### src/rtl/corefifo_pkg.sv
// Shared definitions for the single-clock FIFO controller.
//   clog2        : constant-time address width helper
//   fifo_flags_t : registered status flag bundle {full, empty, afull, aempty}
//   DEF_WIDTH / DEF_DEPTH : default data width and entry count
package corefifo_pkg;

    localparam int DEF_WIDTH = 32;
    localparam int DEF_DEPTH = 128;

    function automatic int clog2(input int v);
        int r;
        int x;
        r = 0;
        x = v - 1;
        while (x > 0) begin
            r = r + 1;
            x = x >> 1;
        end
        return r;
    endfunction

    typedef struct packed {
        logic full;
        logic empty;
        logic afull;
        logic aempty;
    } fifo_flags_t;

endpackage

### src/rtl/corefifo_rd_pipe.sv
// Read-data return path: delays the pop-accept strobe to DVLD and optionally
// registers the RAM read data once more before it reaches Q.
//   clk, rst   : clock, synchronous active-high reset
//   rd_acc     : pop accepted this cycle (RAM read issued)
//   ram_rdata  : RAM read data, valid one cycle after rd_acc
//   q, dvld    : pop data and its one-cycle valid strobe
module corefifo_rd_pipe #(
    parameter int WIDTH = 32,
    parameter int PIPE  = 1
) (
    input  logic             clk,
    input  logic             rst,
    input  logic             rd_acc,
    input  logic [WIDTH-1:0] ram_rdata,
    output logic [WIDTH-1:0] q,
    output logic             dvld
);

    // One stage for the RAM read latency, plus one for the optional Q register.
    localparam int STAGES = PIPE + 1;

    logic [STAGES:0] vld_pipe;
    logic [STAGES:1] vld_q;

    assign vld_pipe = {vld_q, rd_acc};
    assign dvld     = vld_pipe[STAGES];

    // Reset clears the delay line so a pop in flight never produces DVLD.
    always_ff @(posedge clk) begin
        if (rst) vld_q <= '0;
        else     vld_q <= vld_pipe[STAGES-1:0];
    end

    generate
        if (PIPE == 0) begin : g_direct
            assign q = ram_rdata;
        end else begin : g_reg
            logic [WIDTH-1:0] q_r;
            // Capture only when the RAM data belongs to a pop, so Q holds between pops.
            always_ff @(posedge clk) begin
                if (rst)              q_r <= '0;
                else if (vld_pipe[1]) q_r <= ram_rdata;
            end
            assign q = q_r;
        end
    endgenerate

endmodule

### src/rtl/corefifo_sync_ctrl.sv
// Single-clock FIFO controller for an LSRAM storage wrapper. Owns pointers,
// occupancy and status flags, gates pushes and pops, and returns read data.
//   CLOCK, RESET          : clock, synchronous active-high reset
//   WE, DATA              : push request and data
//   RE, Q, DVLD           : pop request, pop data, pop data valid strobe
//   FULL/EMPTY/AFULL/AEMPTY, WRCNT : registered status and occupancy
//   OVERFLOW/UNDERFLOW    : one-cycle pulse after a rejected push/pop
//   RAM_*                 : write/read ports to the storage wrapper
module corefifo_sync_ctrl
    import corefifo_pkg::*;
#(
    parameter int WIDTH     = DEF_WIDTH,
    parameter int DEPTH     = DEF_DEPTH,
    parameter int AW        = clog2(DEPTH),
    parameter int AFULL_TH  = 120,
    parameter int AEMPTY_TH = 8,
    parameter int PIPE      = 1
) (
    input  logic             CLOCK,
    input  logic             RESET,
    input  logic             WE,
    input  logic [WIDTH-1:0] DATA,
    input  logic             RE,
    output logic [WIDTH-1:0] Q,
    output logic             DVLD,
    output logic             FULL,
    output logic             EMPTY,
    output logic             AFULL,
    output logic             AEMPTY,
    output logic [AW:0]      WRCNT,
    output logic             OVERFLOW,
    output logic             UNDERFLOW,
    output logic [WIDTH-1:0] RAM_WDATA,
    output logic [AW-1:0]    RAM_WADDR,
    output logic             RAM_WEN,
    output logic [AW-1:0]    RAM_RADDR,
    output logic             RAM_REN,
    input  logic [WIDTH-1:0] RAM_RDATA
);

    localparam logic [AW:0] DEPTH_C  = (AW+1)'(DEPTH);
    localparam logic [AW:0] AFULL_C  = (AW+1)'(AFULL_TH);
    localparam logic [AW:0] AEMPTY_C = (AW+1)'(AEMPTY_TH);

    logic [AW-1:0] wptr, rptr;
    logic [AW:0]   count, next_count;
    fifo_flags_t   flags_q;
    logic          wr_acc, rd_acc;
    logic          ovf_q, udf_q;

    // Acceptance uses only registered flags; RESET blocks any RAM access.
    assign wr_acc = WE & ~flags_q.full  & ~RESET;
    assign rd_acc = RE & ~flags_q.empty & ~RESET;

    always_comb begin
        next_count = count;
        if (wr_acc && !rd_acc)      next_count = count + 1'b1;
        else if (rd_acc && !wr_acc) next_count = count - 1'b1;
    end

    always_ff @(posedge CLOCK) begin
        if (RESET) begin
            wptr    <= '0;
            rptr    <= '0;
            count   <= '0;
            flags_q <= '{full: 1'b0, empty: 1'b1, afull: 1'b0, aempty: 1'b1};
            ovf_q   <= 1'b0;
            udf_q   <= 1'b0;
        end else begin
            if (wr_acc) wptr <= wptr + 1'b1;
            if (rd_acc) rptr <= rptr + 1'b1;
            count <= next_count;
            // Flags come from next_count so they are exact the cycle after the update.
            flags_q.full   <= (next_count == DEPTH_C);
            flags_q.empty  <= (next_count == '0);
            flags_q.afull  <= (next_count >= AFULL_C);
            flags_q.aempty <= (next_count <= AEMPTY_C);
            ovf_q <= WE & flags_q.full;
            udf_q <= RE & flags_q.empty;
        end
    end

    assign FULL      = flags_q.full;
    assign EMPTY     = flags_q.empty;
    assign AFULL     = flags_q.afull;
    assign AEMPTY    = flags_q.aempty;
    assign WRCNT     = count;
    assign OVERFLOW  = ovf_q;
    assign UNDERFLOW = udf_q;

    assign RAM_WDATA = DATA;
    assign RAM_WADDR = wptr;
    assign RAM_WEN   = wr_acc;
    assign RAM_RADDR = rptr;
    assign RAM_REN   = rd_acc;

    corefifo_rd_pipe #(
        .WIDTH (WIDTH),
        .PIPE  (PIPE)
    ) u_rd_pipe (
        .clk       (CLOCK),
        .rst       (RESET),
        .rd_acc    (rd_acc),
        .ram_rdata (RAM_RDATA),
        .q         (Q),
        .dvld      (DVLD)
    );

endmodule
### config.mk
export PLATFORM = sky130hd
export DESIGN_NAME = corefifo_sync_ctrl
export DESIGN_NICKNAME = d
export VERILOG_FILES = /design/src/rtl/corefifo_pkg.sv /design/src/rtl/corefifo_rd_pipe.sv /design/src/rtl/corefifo_sync_ctrl.sv
export SDC_FILE = /design/constraint.sdc
export NUM_CORES = 1
export LEC_CHECK = 0
export ABC_AREA = 1
export CELL_PAD_IN_SITES_DETAIL_PLACEMENT = 1
export CELL_PAD_IN_SITES_GLOBAL_PLACEMENT = 1
export CORE_ASPECT_RATIO = 1.2
export CORE_UTILIZATION = 27
export CTS_CLUSTER_SIZE = 12
export DETAILED_ROUTE_END_ITERATION = 10
export GPL_TIMING_DRIVEN = 1
export PLACE_DENSITY = 0.87
export SLEW_MARGIN = 20
export SYNTH_ARGS = -nofsm -noshare
export SYNTH_HDL_FRONTEND = slang
export SYNTH_SLANG_ARGS = --single-unit
### constraint.sdc
create_clock -name CLOCK -period 3.6 [get_ports CLOCK]
set_input_delay 0.36 -clock CLOCK [delete_from_list [all_inputs] [get_ports CLOCK]]
set_output_delay 0.36 -clock CLOCK [all_outputs]
set_load 0.02 [all_outputs]
==> metrics.yaml <==
status: "completed"
startpoint_type: "input port"
cts_hold_buf: 0
finalHoldViolations: 0
synth_cells: 384
cts_tree: "done"
die_h_microns: 113.0
ys_ff_latch: 62
rows: 40
synth.distinct_cells: 21
hold_path.class: "reg -> reg"
cts_buffers: 9
finalSetupViolCount: 0
track_usage: 0.1621
nets: 524
n_antenna_cell: 0
required_ns: 3.24
clock_path_buffers: 2
slowest_stage: "clkdlybuf4s50_1"
synth_warnings: 0
core_area_sq_mm: 0.01001
path_common_cell: "clkdlybuf4s50_1"
finalCriticalPeriod_ns: 2.582
routed_via_density: 4.617
gp_congestion: 0.8752
grt_setup_unrepaired: "no"
cts_resized: 0
htree_levels: 3
tns_ns: 0
initial_core_util: 0.2769
root_buffer: "clkbuf_16"
wl_per_cell_microns: 14.06
seqPwrFrac: 0.352
ff2ff_path_depth: 13
crit_start: "RESET"
antenna_found_initial: 0
die_w_microns: 94.49
dieArea_sq_mm: 0.01068
post_cts_buffers: 0
dp.cells: 567
critical_path.endpoint_type: "primary output"
ant_nets: 0
io_buffers: 98
cp_top_family: "buffers and inverters"
timing.fmax_ghz: 0.3874
yosys.area.top_type: "dfxtp_1"
finClkSkew_ns: 0.003378
avgSynthCellArea_sq_um: 7.217
hold_start: "RAM_RADDR[6]$_SDFFE_PP0P_"
p_leak_nw: 1.723
synthTopCellsByArea: "dfxtp_1 (45%), nor2_1 (12%), nand2_1 (8.9%), buf_4 (8.7%), o21ai_0 (6.3%)"
intPower_mw: 1.632
fill_cells: 1229
tightestPinTransition_ns: 1.051
drc: 0
clkLatencyLatePin_ns: 0.33
cp.depth: 5
io_pins: 163
gr-total-overflow: 0
place_ws_ns: 0.9956
r2r_setup_slack_ns: 1.64
fin_ws_ns: 1.018
path_cells: "clkdlybuf4s50_1, inv_2, nand3_2, inv_1, clkdlybuf4s50_1"
critPathBufInv: 4
cts_sinks: 62
grt_pass1_wl_microns: 13420
final_cell_mix: "clkdlybuf4s50_1 (98), nor2_1 (89), nand2_1 (66)"
hold_ws_ns: 0.4658
grt_start_max_net_pins: 34
crit_end: "RAM_REN"
cp.arrival_ns: 2.22
p_sw_mw: 0.5159
maxSlewHeadroom: 0.2988
worstSetupPathType: "in -> out"
ir_drop_mv: 0.2469
switching_share: 0.2402
drive_above_1_share: 0.05689
power_density_mw_per_mm2: 534.5
p_comb_frac: 0.148
clkTransAtPathRegs_ns: 0.05
crit_fanout: 20
first_global_vias: 2886
final_util: 0.4015
multiInputGateArea_sq_mm: 0.001140
drt_wl_total_microns: 8199
layout.cells.non_filler: 583
dr.pass1.iters: 4
vias: 2692
syn_area_sq_mm: 0.002771
reg2reg_to: "AEMPTY$_SDFF_PP1_"
max_cap_viol_count: 0
ff_latch_area_sq_mm: 0.001241
report.final.slew_viol_count: 0
yosysTopAreaCellShare: 0.4479
final_common_cell: "clkdlybuf4s50_1"
syn_to_final_growth_pct: 45.01
hpwl_microns: 5960
pwr-share-clk: 0.500
reg2reg_from: "FULL$_SDFF_PP0_"
synth_seq_area_share: 0.4479
cpPeakStageDelay_ns: 0.62
finalCritPeriodShare: 0.7171
syn_nets: 456
drt_iter0_drc: 87
[worst reg2reg max path: stages (launching register included)]
cell and delay [ns]:
dfxtp_1 0.33, inv_1 0.07, nand2_2 0.11, nor2_2 0.29, nand2_2 0.20, inv_2 0.16, nand2_1 0.10, nand2_1 0.07
nand2_1 0.05, nand2_1 0.11, nand2_1 0.07, nor2_1 0.17, nand2_1 0.09, nand2_1 0.07
[through the flow]
stage	instance area (sq um)	power, mW
3_3_place_gp	3647	1.075
6_report	4019	2.148
5_1_grt	4019	2.241
4_1_cts	4019	2.179
2_1_floorplan	2771	0.9759
3_5_place_dp	3647	1.088
[logic make-up after synthesis]
logic type,synth area share
AOI/OAI and AO/OA,0.09029
xor gates and xnor gates,0.01896
adders and majority gates,0.01806
buffers and inverters,0.1409
DFF,0.4479
and+or+nand+nor,0.2840
[area by class of cell]
| type | instances | area share |
|---|---|---|
| clock buffer | 10 | 0.05946 |
| multi-input combinational | 250 | 0.2836 |
| sequential | 62 | 0.3088 |
| timing repair buffer | 101 | 0.2497 |
| clock inverter | 6 | 0.03300 |
| inverter | 28 | 0.02615 |
| tap | 126 | 0.03923 |
[power by group through the flow]
stage	Clock [mW]	Sequential (mW)	Combinational (mW)
2_1_floorplan	0	0.813	0.163
3_3_place_gp	0	0.768	0.307
3_5_place_dp	0	0.770	0.318
4_1_cts	1.10	0.756	0.321
5_1_grt	1.13	0.761	0.347
6_report	1.07	0.756	0.317
[registers in the layout, summed over array words and instances (netlist names)]
signal	flops
WRCNT	8
AFULL	1
OVERFLOW	1
RAM_RADDR	7
EMPTY	1
UNDERFLOW	1
u_rd_pipe.vld_q	2
RAM_WADDR	7
AEMPTY	1
u_rd_pipe.q	32
FULL	1
[worst min-delay path by stage]
stage,slack (ns),end,cells past startpoint
CTS,0.48,RAM_RADDR[6]$_SDFFE_PP0P_,2
floorplan,0.44,WRCNT[4]$_SDFF_PP0_,1
finish,0.47,RAM_RADDR[6]$_SDFFE_PP0P_,2
detailed placement,0.47,RAM_RADDR[6]$_SDFFE_PP0P_,2
global route,0.50,OVERFLOW$_SDFF_PP0_,2
global placement,0.45,OVERFLOW$_SDFF_PP0_,2
[metal layers]
| metal | global-route usage | share of wire | vias up |
|---|---|---|---|
| met2 | 0.2870 | 0.50 | 85 |
| met1 | 0.1714 | 0.41 | 1272 |
| met5 | 0 | 0 | - |
| met4 | 0.08889 | 0.021 | 0 |
| li1 | - | - | 1317 |
| met3 | 0.04435 | 0.065 | 18 |
[synth_stat cells (all sizes together)]
| cell | instances |
|---|---|
| xor2 | 6 |
| nand3 | 19 |
| nor3 | 7 |
| and3 | 1 |
| ha | 4 |
| o21a | 2 |
| nor2 | 91 |
| clkbuf | 12 |
| inv | 28 |
| buf | 32 |
| o21ai | 35 |
| nand3b | 2 |
| nand4 | 3 |
| dfxtp | 62 |
| nand2 | 68 |
| a21oi | 12 |
(Power assumes the default switching activity.)
